$ cat src/rtl/uart_boot_loader_pkg.sv
// uart_boot_loader_pkg: shared state encodings and constants for the UART boot loader.
package uart_boot_loader_pkg;
   typedef enum logic [2:0] {HDR0, HDR1, DATA, WRITE, DONE} state_t;
   typedef enum logic [1:0] {RX_IDLE, RX_START, RX_DATA, RX_STOP} rx_state_t;
   localparam logic [3:0] FULL_WORD = 4'hF;
   localparam int DEFAULT_CLKS_PER_BIT = 868;
endpackage

$ cat src/rtl/uart_boot_loader_rx.sv
// uart_rx: 8N1 receiver with 2-FF synchronizer; pulses byte_valid or frame_err once per frame.
module uart_rx
   import uart_boot_loader_pkg::*;
#(
   parameter int CLKS_PER_BIT = DEFAULT_CLKS_PER_BIT
) (
   input  logic       clk,
   input  logic       rst,
   input  logic       rx,
   output logic       byte_valid,
   output logic [7:0] byte_data,
   output logic       frame_err
);
   localparam int W = $clog2(CLKS_PER_BIT);
   localparam logic [W-1:0] FULL = W'(CLKS_PER_BIT - 1);
   localparam logic [W-1:0] HALF = W'(CLKS_PER_BIT / 2 - 1);
   rx_state_t rs, rs_n;
   logic [1:0] sync;
   logic prev, tick;
   logic [W-1:0] cnt;
   logic [2:0] bit_cnt;
   always_comb begin
      tick = cnt == (rs == RX_START ? HALF : FULL);
      rs_n = rs;
      case (rs)
         RX_IDLE:  rs_n = (prev && !sync[1]) ? RX_START : RX_IDLE;
         RX_START: rs_n = tick ? (sync[1] ? RX_IDLE : RX_DATA) : RX_START;
         RX_DATA:  rs_n = (tick && bit_cnt == 3'd7) ? RX_STOP : RX_DATA;
         RX_STOP:  rs_n = tick ? RX_IDLE : RX_STOP;
         default:  rs_n = RX_IDLE;
      endcase
   end
   // bit_cnt wraps back to 0 after the eighth data bit, so it needs no explicit clear
   always_ff @(posedge clk or posedge rst) begin
      if (rst) begin
         rs <= RX_IDLE;
         sync <= 2'b11;
         prev <= 1'b1;
         cnt <= '0;
         bit_cnt <= '0;
         byte_data <= '0;
         byte_valid <= 1'b0;
         frame_err <= 1'b0;
      end else begin
         rs <= rs_n;
         sync <= {sync[0], rx};
         prev <= sync[1];
         cnt <= (rs == RX_IDLE || tick) ? '0 : cnt + 1'b1;
         if (rs == RX_DATA && tick) begin
            byte_data <= {sync[1], byte_data[7:1]};
            bit_cnt <= bit_cnt + 1'b1;
         end
         byte_valid <= rs == RX_STOP && tick && sync[1];
         frame_err <= rs == RX_STOP && tick && !sync[1];
      end
   end
endmodule

$ cat src/rtl/uart_boot_loader.sv
// uart_boot_loader: loads a UART-framed word image into instruction memory,
// holding the core in reset until the last word is written.
module uart_boot_loader
   import uart_boot_loader_pkg::*;
#(
   parameter int ADDR_BITS = 10,
   parameter int CLKS_PER_BIT = DEFAULT_CLKS_PER_BIT
) (
   input  logic                 clk,
   input  logic                 rst,
   input  logic                 rx,
   input  logic                 reload,
   output logic [3:0]           mem_w_enb,
   output logic [ADDR_BITS-1:0] mem_addr,
   output logic [31:0]          mem_w_data,
   output logic                 core_rst,
   output logic                 busy,
   output logic                 done,
   output logic                 err
);
   localparam logic [16:0] DEPTH = 17'(1 << (ADDR_BITS - 2));
   state_t state, state_n;
   logic byte_valid, frame_err;
   logic [7:0] byte_data;
   logic [16:0] n, word_idx, hdr_n;
   logic [1:0] bidx;
   logic [31:0] word;
   assign hdr_n = {1'b0, byte_data, n[7:0]};
   assign mem_w_enb = state == WRITE ? FULL_WORD : 4'h0;
   assign mem_addr = {word_idx[ADDR_BITS-3:0], 2'b00};
   assign mem_w_data = word;
   uart_rx #(.CLKS_PER_BIT(CLKS_PER_BIT)) u_rx (
      .clk(clk),
      .rst(rst),
      .rx(rx),
      .byte_valid(byte_valid),
      .byte_data(byte_data),
      .frame_err(frame_err)
   );
   always_comb begin
      state_n = state;
      case (state)
         HDR0:    state_n = byte_valid ? HDR1 : HDR0;
         HDR1:    state_n = !byte_valid ? HDR1 : (hdr_n == '0 ? DONE : DATA);
         DATA:    state_n = (byte_valid && bidx == 2'd3) ? WRITE : DATA;
         WRITE:   state_n = (word_idx + 17'd1 == n) ? DONE : DATA;
         DONE:    state_n = reload ? HDR0 : DONE;
         default: state_n = HDR0;
      endcase
   end
   // status outputs are registered from the next state so they align with the state register
   always_ff @(posedge clk or posedge rst) begin
      if (rst) begin
         state <= HDR0;
         n <= '0;
         word_idx <= '0;
         bidx <= '0;
         word <= '0;
         err <= 1'b0;
         core_rst <= 1'b1;
         busy <= 1'b1;
         done <= 1'b0;
      end else begin
         state <= state_n;
         core_rst <= state_n != DONE;
         busy <= state_n != DONE;
         done <= state_n == DONE;
         if (frame_err) err <= 1'b1;
         case (state)
            HDR0: if (byte_valid) n[7:0] <= byte_data;
            HDR1: if (byte_valid) begin
               n <= hdr_n > DEPTH ? DEPTH : hdr_n;
               if (hdr_n > DEPTH) err <= 1'b1;
            end
            DATA: if (byte_valid) begin
               word[8*bidx +: 8] <= byte_data;
               bidx <= bidx + 1'b1;
            end
            WRITE: begin
               word_idx <= word_idx + 17'd1;
               bidx <= '0;
            end
            DONE: if (reload) begin
               err <= 1'b0;
               word_idx <= '0;
            end
            default: ;
         endcase
      end
   end
endmodule

$ cat config.mk
export PLATFORM = sky130hd
export DESIGN_NAME = uart_boot_loader
export DESIGN_NICKNAME = d
export VERILOG_FILES = /design/src/rtl/uart_boot_loader_pkg.sv /design/src/rtl/uart_boot_loader_rx.sv /design/src/rtl/uart_boot_loader.sv
export SDC_FILE = /design/constraint.sdc
export NUM_CORES = 1
export LEC_CHECK = 0
export CAP_MARGIN = 15
export CELL_PAD_IN_SITES_DETAIL_PLACEMENT = 0
export CELL_PAD_IN_SITES_GLOBAL_PLACEMENT = 1
export CORE_MARGIN = 4
export CORE_UTILIZATION = 44
export DETAILED_ROUTE_END_ITERATION = 8
export PLACE_DENSITY = 0.8
export SLEW_MARGIN = 10
export SYNTH_ARGS = -nofsm -noshare
export SYNTH_HDL_FRONTEND = slang
export SYNTH_HIERARCHICAL = 1
export SYNTH_SLANG_ARGS = --single-unit
$ cat constraint.sdc
create_clock -name clk -period 2.5 [get_ports clk]
set_clock_uncertainty 0.15 [all_clocks]
set_input_delay 0.25 -clock clk [delete_from_list [all_inputs] [get_ports clk]]
set_output_delay 0.25 -clock clk [all_outputs]
set_load 0.1 [all_outputs]
# ---- Yosys cells after proc, flatten, opt, wreduce, memory -nomap -nowiden
# Cells that the tools add are included.
dict set report op_classes {
  n_addsub 5
  magnitude_cmp 1
  n_eq_ne 18
  shift 2
  mux 30
  n_reduce_logical 20
}
# operator n
set ops {}
lappend ops {{$neg 5->34} 1}
lappend ops {{$pmux 17 s2} 1}
lappend ops {{$shift 8x34->32 const A} 1}
lappend ops {{$shiftx 8x34->32} 1}
lappend ops {{$bwmux 32} 1}
lappend ops {{$mux 10} 2}
lappend ops {{$add 17x1->17 const B} 1}
lappend ops {{$eq 17x16->1} 1}
lappend ops {{$logic_not 17->1} 1}
lappend ops {{$mux 17} 1}
lappend ops {{$gt 16x9->1 const B} 1}
lappend ops {{$mux 16} 1}
lappend ops {{$mux 8} 2}
lappend ops {{$pmux 8 s2} 1}
lappend ops {{$pmux 3 s5} 1}
lappend ops {{$mux 3} 4}
lappend ops {{$add 10x1->10 const B} 1}
lappend ops {{$eq 10x10->1} 1}
lappend ops {{$eq 3x3->1 const B} 3}
lappend ops {{$mux 1} 8}
lappend ops {{$mux 2} 4}
lappend ops {{$pmux 2 s4} 1}
lappend ops {{$reduce_and 2->1} 4}
lappend ops {{$logic_and 1x1->1} 7}
lappend ops {{18 further kinds} 26}
dict set report word_totals {
  ff_bits 101
  input_bits 4
  output_inout_bits 50
  wordCells 93
}

# ---- Longest topological paths before layout
# Gate-level depths: netlist of run 1.
dict set report logic_depth {
  ltp_word 6
  depth_mapped 8
  depth_no_buf 7
}

# ---- By module
# Netlist of run 1, hierarchy kept.
# mod n_inst cells_each area_per_inst_um2 seq_area_each_um2
set by_module_without_submodules {}
lappend by_module_without_submodules {uart_boot_loader 1 439 3943.8 1828.0}
lappend by_module_without_submodules {uart_rx 1 100 1288.7 704.4}

# ---- Worst setup path before layout of run 1
# No wires, ideal clock.
dict set report synth_timing {
  path_type {reg-to-output}
  start {register state[0]}
  end {output port mem_w_enb[1]}
  arrival_time_ps 2448
  path_slack_ps -348
  path_stages_with_launch 7
  path_buffers 3
  path_cell_list {dfrtp_1 -> buf_2 -> nor2b_1 -> nand2_1 -> inv_1 -> clkbuf_1 -> buf_4}
}
dict set report synth_between {
  elab_chain_len 2
}
# element line
set synth_lines {}
lappend synth_lines {{from (decl)} uart_boot_loader.sv:22} ;# state_t state, state_n;
lappend synth_lines {{from (signal assigned)} uart_boot_loader.sv:64} ;# state <= state_n;
lappend synth_lines {{$eq 3x2->1} uart_boot_loader.sv:29} ;# assign mem_w_enb = state == WRITE ? FULL_WORD : 4'h0;
lappend synth_lines {{$mux 4} uart_boot_loader.sv:29}
lappend synth_lines {{to (decl)} uart_boot_loader.sv:13} ;# output logic [3:0] mem_w_enb,
# Every way passes these cells.

# ---- Worst setup path after layout of run 1
dict set report layout_timing {
  start {register word_idx[7]}
  end {register busy}
}
dict set report layout_between {
  elab_chain_len 5
}
# element line
set layout_lines {}
lappend layout_lines {{from (decl)} uart_boot_loader.sv:25} ;# logic [16:0] n, word_idx, hdr_n;
lappend layout_lines {{from (signal assigned)} uart_boot_loader.sv:80} ;# word_idx <= word_idx + 17'd1;
lappend layout_lines {{$add 17x1->17} uart_boot_loader.sv:46} ;# WRITE: state_n = (word_idx + 17'd1 == n) ? DONE : DATA;
lappend layout_lines {{$eq 17x16->1} uart_boot_loader.sv:46}
lappend layout_lines {{$mux 3} uart_boot_loader.sv:46}
lappend layout_lines {{$pmux 3 s5} uart_boot_loader.sv:42} ;# case (state)
lappend layout_lines {{$ne 3x3->1} uart_boot_loader.sv:66} ;# busy <= state_n != DONE;
lappend layout_lines {{to (signal assigned)} uart_boot_loader.sv:61} ;# busy <= 1'b1;
lappend layout_lines {{to (signal assigned)} uart_boot_loader.sv:66}
lappend layout_lines {{to (decl)} uart_boot_loader.sv:17} ;# output logic busy,
# Every way passes these cells.
# A chain may end at the register's enable or synchronous reset.

==> results of run 1 <==
## cells in the mapped netlist (7+ instances only)
library cell and number:
clkbuf_1 12, nor3_1 14, xnor2_1 20, nand2_1 93, ha_1 9, mux2_4 10, nor2_1 31, o31ai_1 7
nor2b_1 8, a21oi_1 10, o21ai_0 59, nand3_1 20, xor2_1 11, buf_4 16, nor4_1 10, inv_1 17
dfrtp_1 97
## flip-flops by register name, indices dropped and copies added, names as in the netlist, 2 cells and up
signal          flops
u_rx/bit_cnt        3
n                  16
u_rx/cnt           10
state               3
u_rx/byte_data      8
word_idx           17
u_rx/rs             2
u_rx/sync           2
mem_w_data         32
bidx                2
## through the flow
step / cell area [um2] / cells / hold WS [ps] / worst slack, ps
final: 6100 / 728 / 129 / 182
after global routing: 6100 / 728 / 142 / 31.7
after CTS: 6080 / 728 / 141 / 153
after detailed placement: 5750 / 712 / 202 / 174
after global placement: 5750 / 712 / 197 / 233
after floorplan: 5240 / 540 / 104 / 233
## timing repair
item / CTS / global route
gates resized for setup: 0 / 3
endpoints found under the setup margin: 0 / 4
hold buffers: 0 / 0
## area by class of cell
cell class                 instances  area, um2
tap                              143        179
clock inverter                     5       88.8
clock buffer                      11        243
sequential                       101       2530
timing repair buffer              70        596
multi-input combinational        381       2390
inverter                          17       63.8
fill                            1075       5420
## per-layer routing
layer	vias to the layer above	global-route usage	share of wire
li1	1927	-	-
met1	1944	0.232	0.46
met2	73	0.286	0.48
met3	10	0.0545	0.048
met4	0	0.0451	0.0096
met5	-	0	0
## placed cells by master (no fill, tap or decap), types with 5 or more instances in the layout
cell type,count
mux2_4,10
nor4_1,10
nand2_1,93
xnor2_1,20
buf_4,62
nand4_1,5
o21ai_0,59
nor3_1,14
nor2b_1,8
xor2_1,11
a21oi_1,10
o21ai_1,5
buf_12,5
dfrtp_1,96
ha_1,8
o31ai_1,7
nor2_1,31
clkbuf_16,9
nor3b_1,6
a31oi_1,6
nand3_1,20
nand2b_1,6
inv_1,16
## worst max-delay path, delay by kind of cell (launching register included)
family / cells / cell delay [ps]
simple gates: 4 / 1150
flops: 1 / 590
xor+xnor: 1 / 180
compound gates: 1 / 130
## path summary, 6_finish.rpt
path / startpoint / slack, ps / depth (start not counted) / to
setup / recovery: word_idx[7] / 180 / 6 / busy
hold / removal: rst / 130 / 2 / mem_w_data[23]
setup reg to reg: word_idx[7] / 180 / 6 / busy
hold reg to reg: u_rx/sync[0] / 210 / 0 / u_rx/sync[1]
max in group asynchronous: rst / 1400 / 3 / word_idx[1]
min in group clk: rx / 160 / 1 / u_rx/sync[0]
## power by group
group | switching [uW] | internal, uW | total, uW | leakage (uW)
sequential | 155 | 1720 | 1880 | 0.00133
clock | 641 | 920 | 1560 | 0.000163
combinational | 290 | 161 | 451 | 0.00117
## logic make-up after synthesis
group	after synthesis	share of synthesized area
fa+ha+maj	9	0.0215
compound gates	106	0.120
buf+inv	58	0.0617
xor+xnor	31	0.0519
simple gates	219	0.224
mux	14	0.0368
flops	101	0.484
other cells	1	0.000717
==> results.txt, run 1 <==
final wirelength = 11400 um
Cells after Synth = 539
Starting Density = 0.454
htree depth = 3
total setup buffers inserted after CTS = 0
worst path cell trace = nand3_1 -> nor4_1 -> xnor2_1 -> nand2_1 -> nor4_2 -> a21oi_1
final worst path period need = 2320 ps
max cap viols = 0
core area = 11500 um2
run status = complete, no violations
Clk Latency, worst-skew pair = 350 ps
initial antenna violation count = 0
Seq/Total Area, Yosys = 0.484
crit start category = flop
cell accounting for the most synthesized area = dfrtp_1
measured slew at the worst slew-check pin = 1020 ps
Synth cell types = 66
drt wl/cell = 15.6 um
Final Slew Violations = 0
Yosys reg bits = 101
Final Cycle Share = 0.927
PwrDens = 638 nW/um2
Total GRT Usage = 0.177
crit-path max cell delay = 590 ps
synth warn = 6
pin count of the biggest net entering global routing = 34
Critical Path AT = 2420 ps
total congestion overflow = 0
# DRC = 0
Max FO, Critical Path = 10
Worst-path clk slew = 70 ps
Max Clk Rate = 431 MHz
Layout Nets = 593
Mapped Avg Cell Area = 9.71 um2
Starting DRT DRC Count = 279
total chip power = 3890 uW
first-pass GRT wire length = 19000 um
CTS tree = built
Post-synth EDFFs = 0
peak supply drop = 0.512 mV
number of buffers inserted by port buffering = 51
Finished Core Util = 0.529
number of global-route vias before repair = 3857
Final Setup Violations = 0
CP required = 2600 ps
vias = 3954
Clock Tree Root = clkbuf_16
die width = 117 um
Num CTS Buffers = 9
final hold vios = 0
Die H = 117 um
Pre-antenna DRT Iters = 4
CP endpoint kind = flop
antenna-violating nets left = 0
Die ar. = 13700 um2
clock sinks = 101
fraction of layout cells with a size suffix above 1 = 0.207
post-synthesis async set-or-reset flop share = 1.00
Inserted Diodes = 0
Layout area overhead = 16.5%
unrepaired setup endpoints after global routing = false
Synth Flop Type = dfrtp_1
IO Pins = 54
Clock Path Buffers = 2
setup TNS = 0 ps
RePlAce Congestion = 0.773
row count = 39
Worst Hold Class = primary input to async pin
Leakage = 0.00267 uW
dpl hpwl = 8040 um
top-area cell type share of the netlist area = 0.464
Syn Std Cell Area = 5230 um2
vias per inst = 5.43
Rel. slew slack = 0.319
Synth area leaders = dfrtp_1 (46%), nand2_1 (6.7%), o21ai_0 (5.6%)
CP max-delay cell = dfrtp_1
WS Path Type = flop to flop
Note: power is estimated with default switching activity, not from simulation.
==> run 2: changes to the inputs <==
--- a/config.mk
+++ b/config.mk
@@ -6,12 +6,13 @@
 export NUM_CORES = 1
 export LEC_CHECK = 0
 export CAP_MARGIN = 15
-export CELL_PAD_IN_SITES_DETAIL_PLACEMENT = 0
+export CELL_PAD_IN_SITES_DETAIL_PLACEMENT = 1
 export CELL_PAD_IN_SITES_GLOBAL_PLACEMENT = 1
 export CORE_MARGIN = 4
 export CORE_UTILIZATION = 44
 export DETAILED_ROUTE_END_ITERATION = 8
 export PLACE_DENSITY = 0.8
+export SETUP_SLACK_MARGIN = 0.1
 export SLEW_MARGIN = 10
 export SYNTH_ARGS = -nofsm -noshare
 export SYNTH_HDL_FRONTEND = slang
==> results.txt, run 2 (synthesis results as in run 1) <==
Max FO, Critical Path = 8 (-2)
Worst-path clk slew = 70 ps (about the same)
CP required = 2590 ps (about the same)
# DRC = 0 (unchanged)
number of global-route vias before repair = 4304 (+12%)
final hold vios = 0 (unchanged)
measured slew at the worst slew-check pin = 853 ps (-164 ps)
Clock Path Buffers = 2 (unchanged)
CP endpoint kind = flop
Num CTS Buffers = 9 (unchanged)
Final Setup Violations = 0 (unchanged)
Starting DRT DRC Count = 205 (-27%)
CTS tree = built
vias = 4111 (+4.0%)
Final Slew Violations = 0 (unchanged)
antenna-violating nets left = 0 (unchanged)
drt wl/cell = 18.4 um (+18%)
Clock Tree Root = clkbuf_16
Final Cycle Share = 0.927 (about the same)
max FFs per register = 32 (unchanged)
Pre-antenna DRT Iters = 4 (unchanged)
Post-Layout Cell Count = 732 (+0.55%)
Layout Nets = 597 (+0.67%)
Inserted Diodes = 0 (unchanged)
register area = 2540 um2 (+0.25%)
most frequent cells in the layout = nand2_1 (93), dfrtp_1 (91), buf_4 (66)
WS Path Type = flop to flop
Starting Density = 0.454 (unchanged)
fraction of layout cells with a size suffix above 1 = 0.229 (+0.0224)
IO Pins = 54 (unchanged)
total congestion overflow = 0 (unchanged)
htree depth = 3 (unchanged)
clock sinks = 101 (unchanged)
peak supply drop = 0.490 mV (-4.3%)
run status = complete, no violations
Max Clk Rate = 431 MHz (about the same)
number of buffers inserted by port buffering = 51 (unchanged)
final wirelength = 13500 um (+19%)
unrepaired setup endpoints after global routing = true
core area = 11500 um2 (unchanged)
commonest non-fill, non-tap cell in the layout = nand2_1
vias per inst = 5.62 (+3.4%)
row count = 39 (unchanged)
first-pass GRT wire length = 22200 um (+17%)
Total GRT Usage = 0.210 (+0.0334)
crit start category = flop
Leakage = 0.00268 uW (+0.73%)
PwrDens = 620 nW/um2 (-2.8%)
die width = 117 um (unchanged)
pin count of the biggest net entering global routing = 34 (unchanged)
setup TNS = 0 ps (unchanged)
Worst Hold Class = primary input to async pin
final worst path period need = 2320 ps (+0.610 ps)
RePlAce Congestion = 0.773 (unchanged)
Clk Latency, worst-skew pair = 350 ps (about the same)
placed insts = 712 (unchanged)
Filler Cells Inserted = 1299 (+21%)
Die H = 117 um (unchanged)
Layout area overhead = 17.2%
area of the multi-input gates = 2430 um2 (+1.4%)
Die ar. = 13700 um2 (unchanged)
max cap viols = 0 (unchanged)
Critical Path AT = 2410 ps (about the same)
dpl hpwl = 9340 um (+16%)
Rel. slew slack = 0.430 (+0.111)
initial antenna violation count = 0 (unchanged)
## run 2: worst paths after layout
path / endpoint / from / slack [ps] / depth (start not counted)
hold / removal: mem_w_data[22] / rst / 130 / 2
max in group asynchronous: word_idx[7] / rst / 1380 / 3
setup reg to reg: state[2] / word_idx[4] / 180 / 6
hold reg to reg: u_rx/sync[1] / u_rx/sync[0] / 210 / 0
setup / recovery: state[2] / word_idx[4] / 180 / 6
min in group clk: u_rx/sync[0] / rx / 160 / 1
## run 2: per-stage QoR
stage	setup WS, ps	area [um2]	total power [uW]	util	hold slack, ps
6_report	181	6130	3800	0.532	132
5_1_grt	30.9	6130	3970	0.532	143
4_1_cts	104	6090	3840	0.529	141
3_5_place_dp	55.2	5750	2370	0.499	202
3_3_place_gp	233	5750	2340	0.499	197
2_1_floorplan	233	5240	2270	-	104
## run 2: area by class of cell
cell class                      instances  area share
Clock buffer                           10      0.0373
Clock inverter                          6      0.0112
Inverter                               17      0.0104
Multi-Input combinational cell        381       0.396
Sequential cell                       101       0.414
Tap cell                              143      0.0292
Timing Repair Buffer                   74       0.102
## run 2: critical path: stages, from the launching register on
cell	delay (ps)
dfrtp_1	550
and4_4	320
nand4_4	170
mux2_4	350
a311oi_2	350
nor4_4	100
a21o_1	210
## run 2: repair_timing
| action | 4_1_cts | 5_1_grt |
|---|---|---|
| pin swaps | 2 | 2 |
| resized for setup | 6 | 9 |
| buffers inserted | 1 | 3 |
| hold buffers | 0 | 0 |
| setup endpoints to repair | 4 | 29 |
## run 2: power breakdown
group / switching, uW / internal, uW / total (uW)
Sequential: 160 / 1720 / 1880
Clock: 658 / 789 / 1450
Combinational: 308 / 165 / 473
Total: 1130 / 2680 / 3800
## run 2: layer usage
| layer | wire [um] | up-vias | track usage |
|---|---|---|---|
| li1 | - | 1930 | - |
| met4 | 185 | 0 | 0.0589 |
| met3 | 493 | 11 | 0.0519 |
| met5 | 0 | - | 0 |
| met2 | 6830 | 64 | 0.359 |
| met1 | 5980 | 2106 | 0.265 |
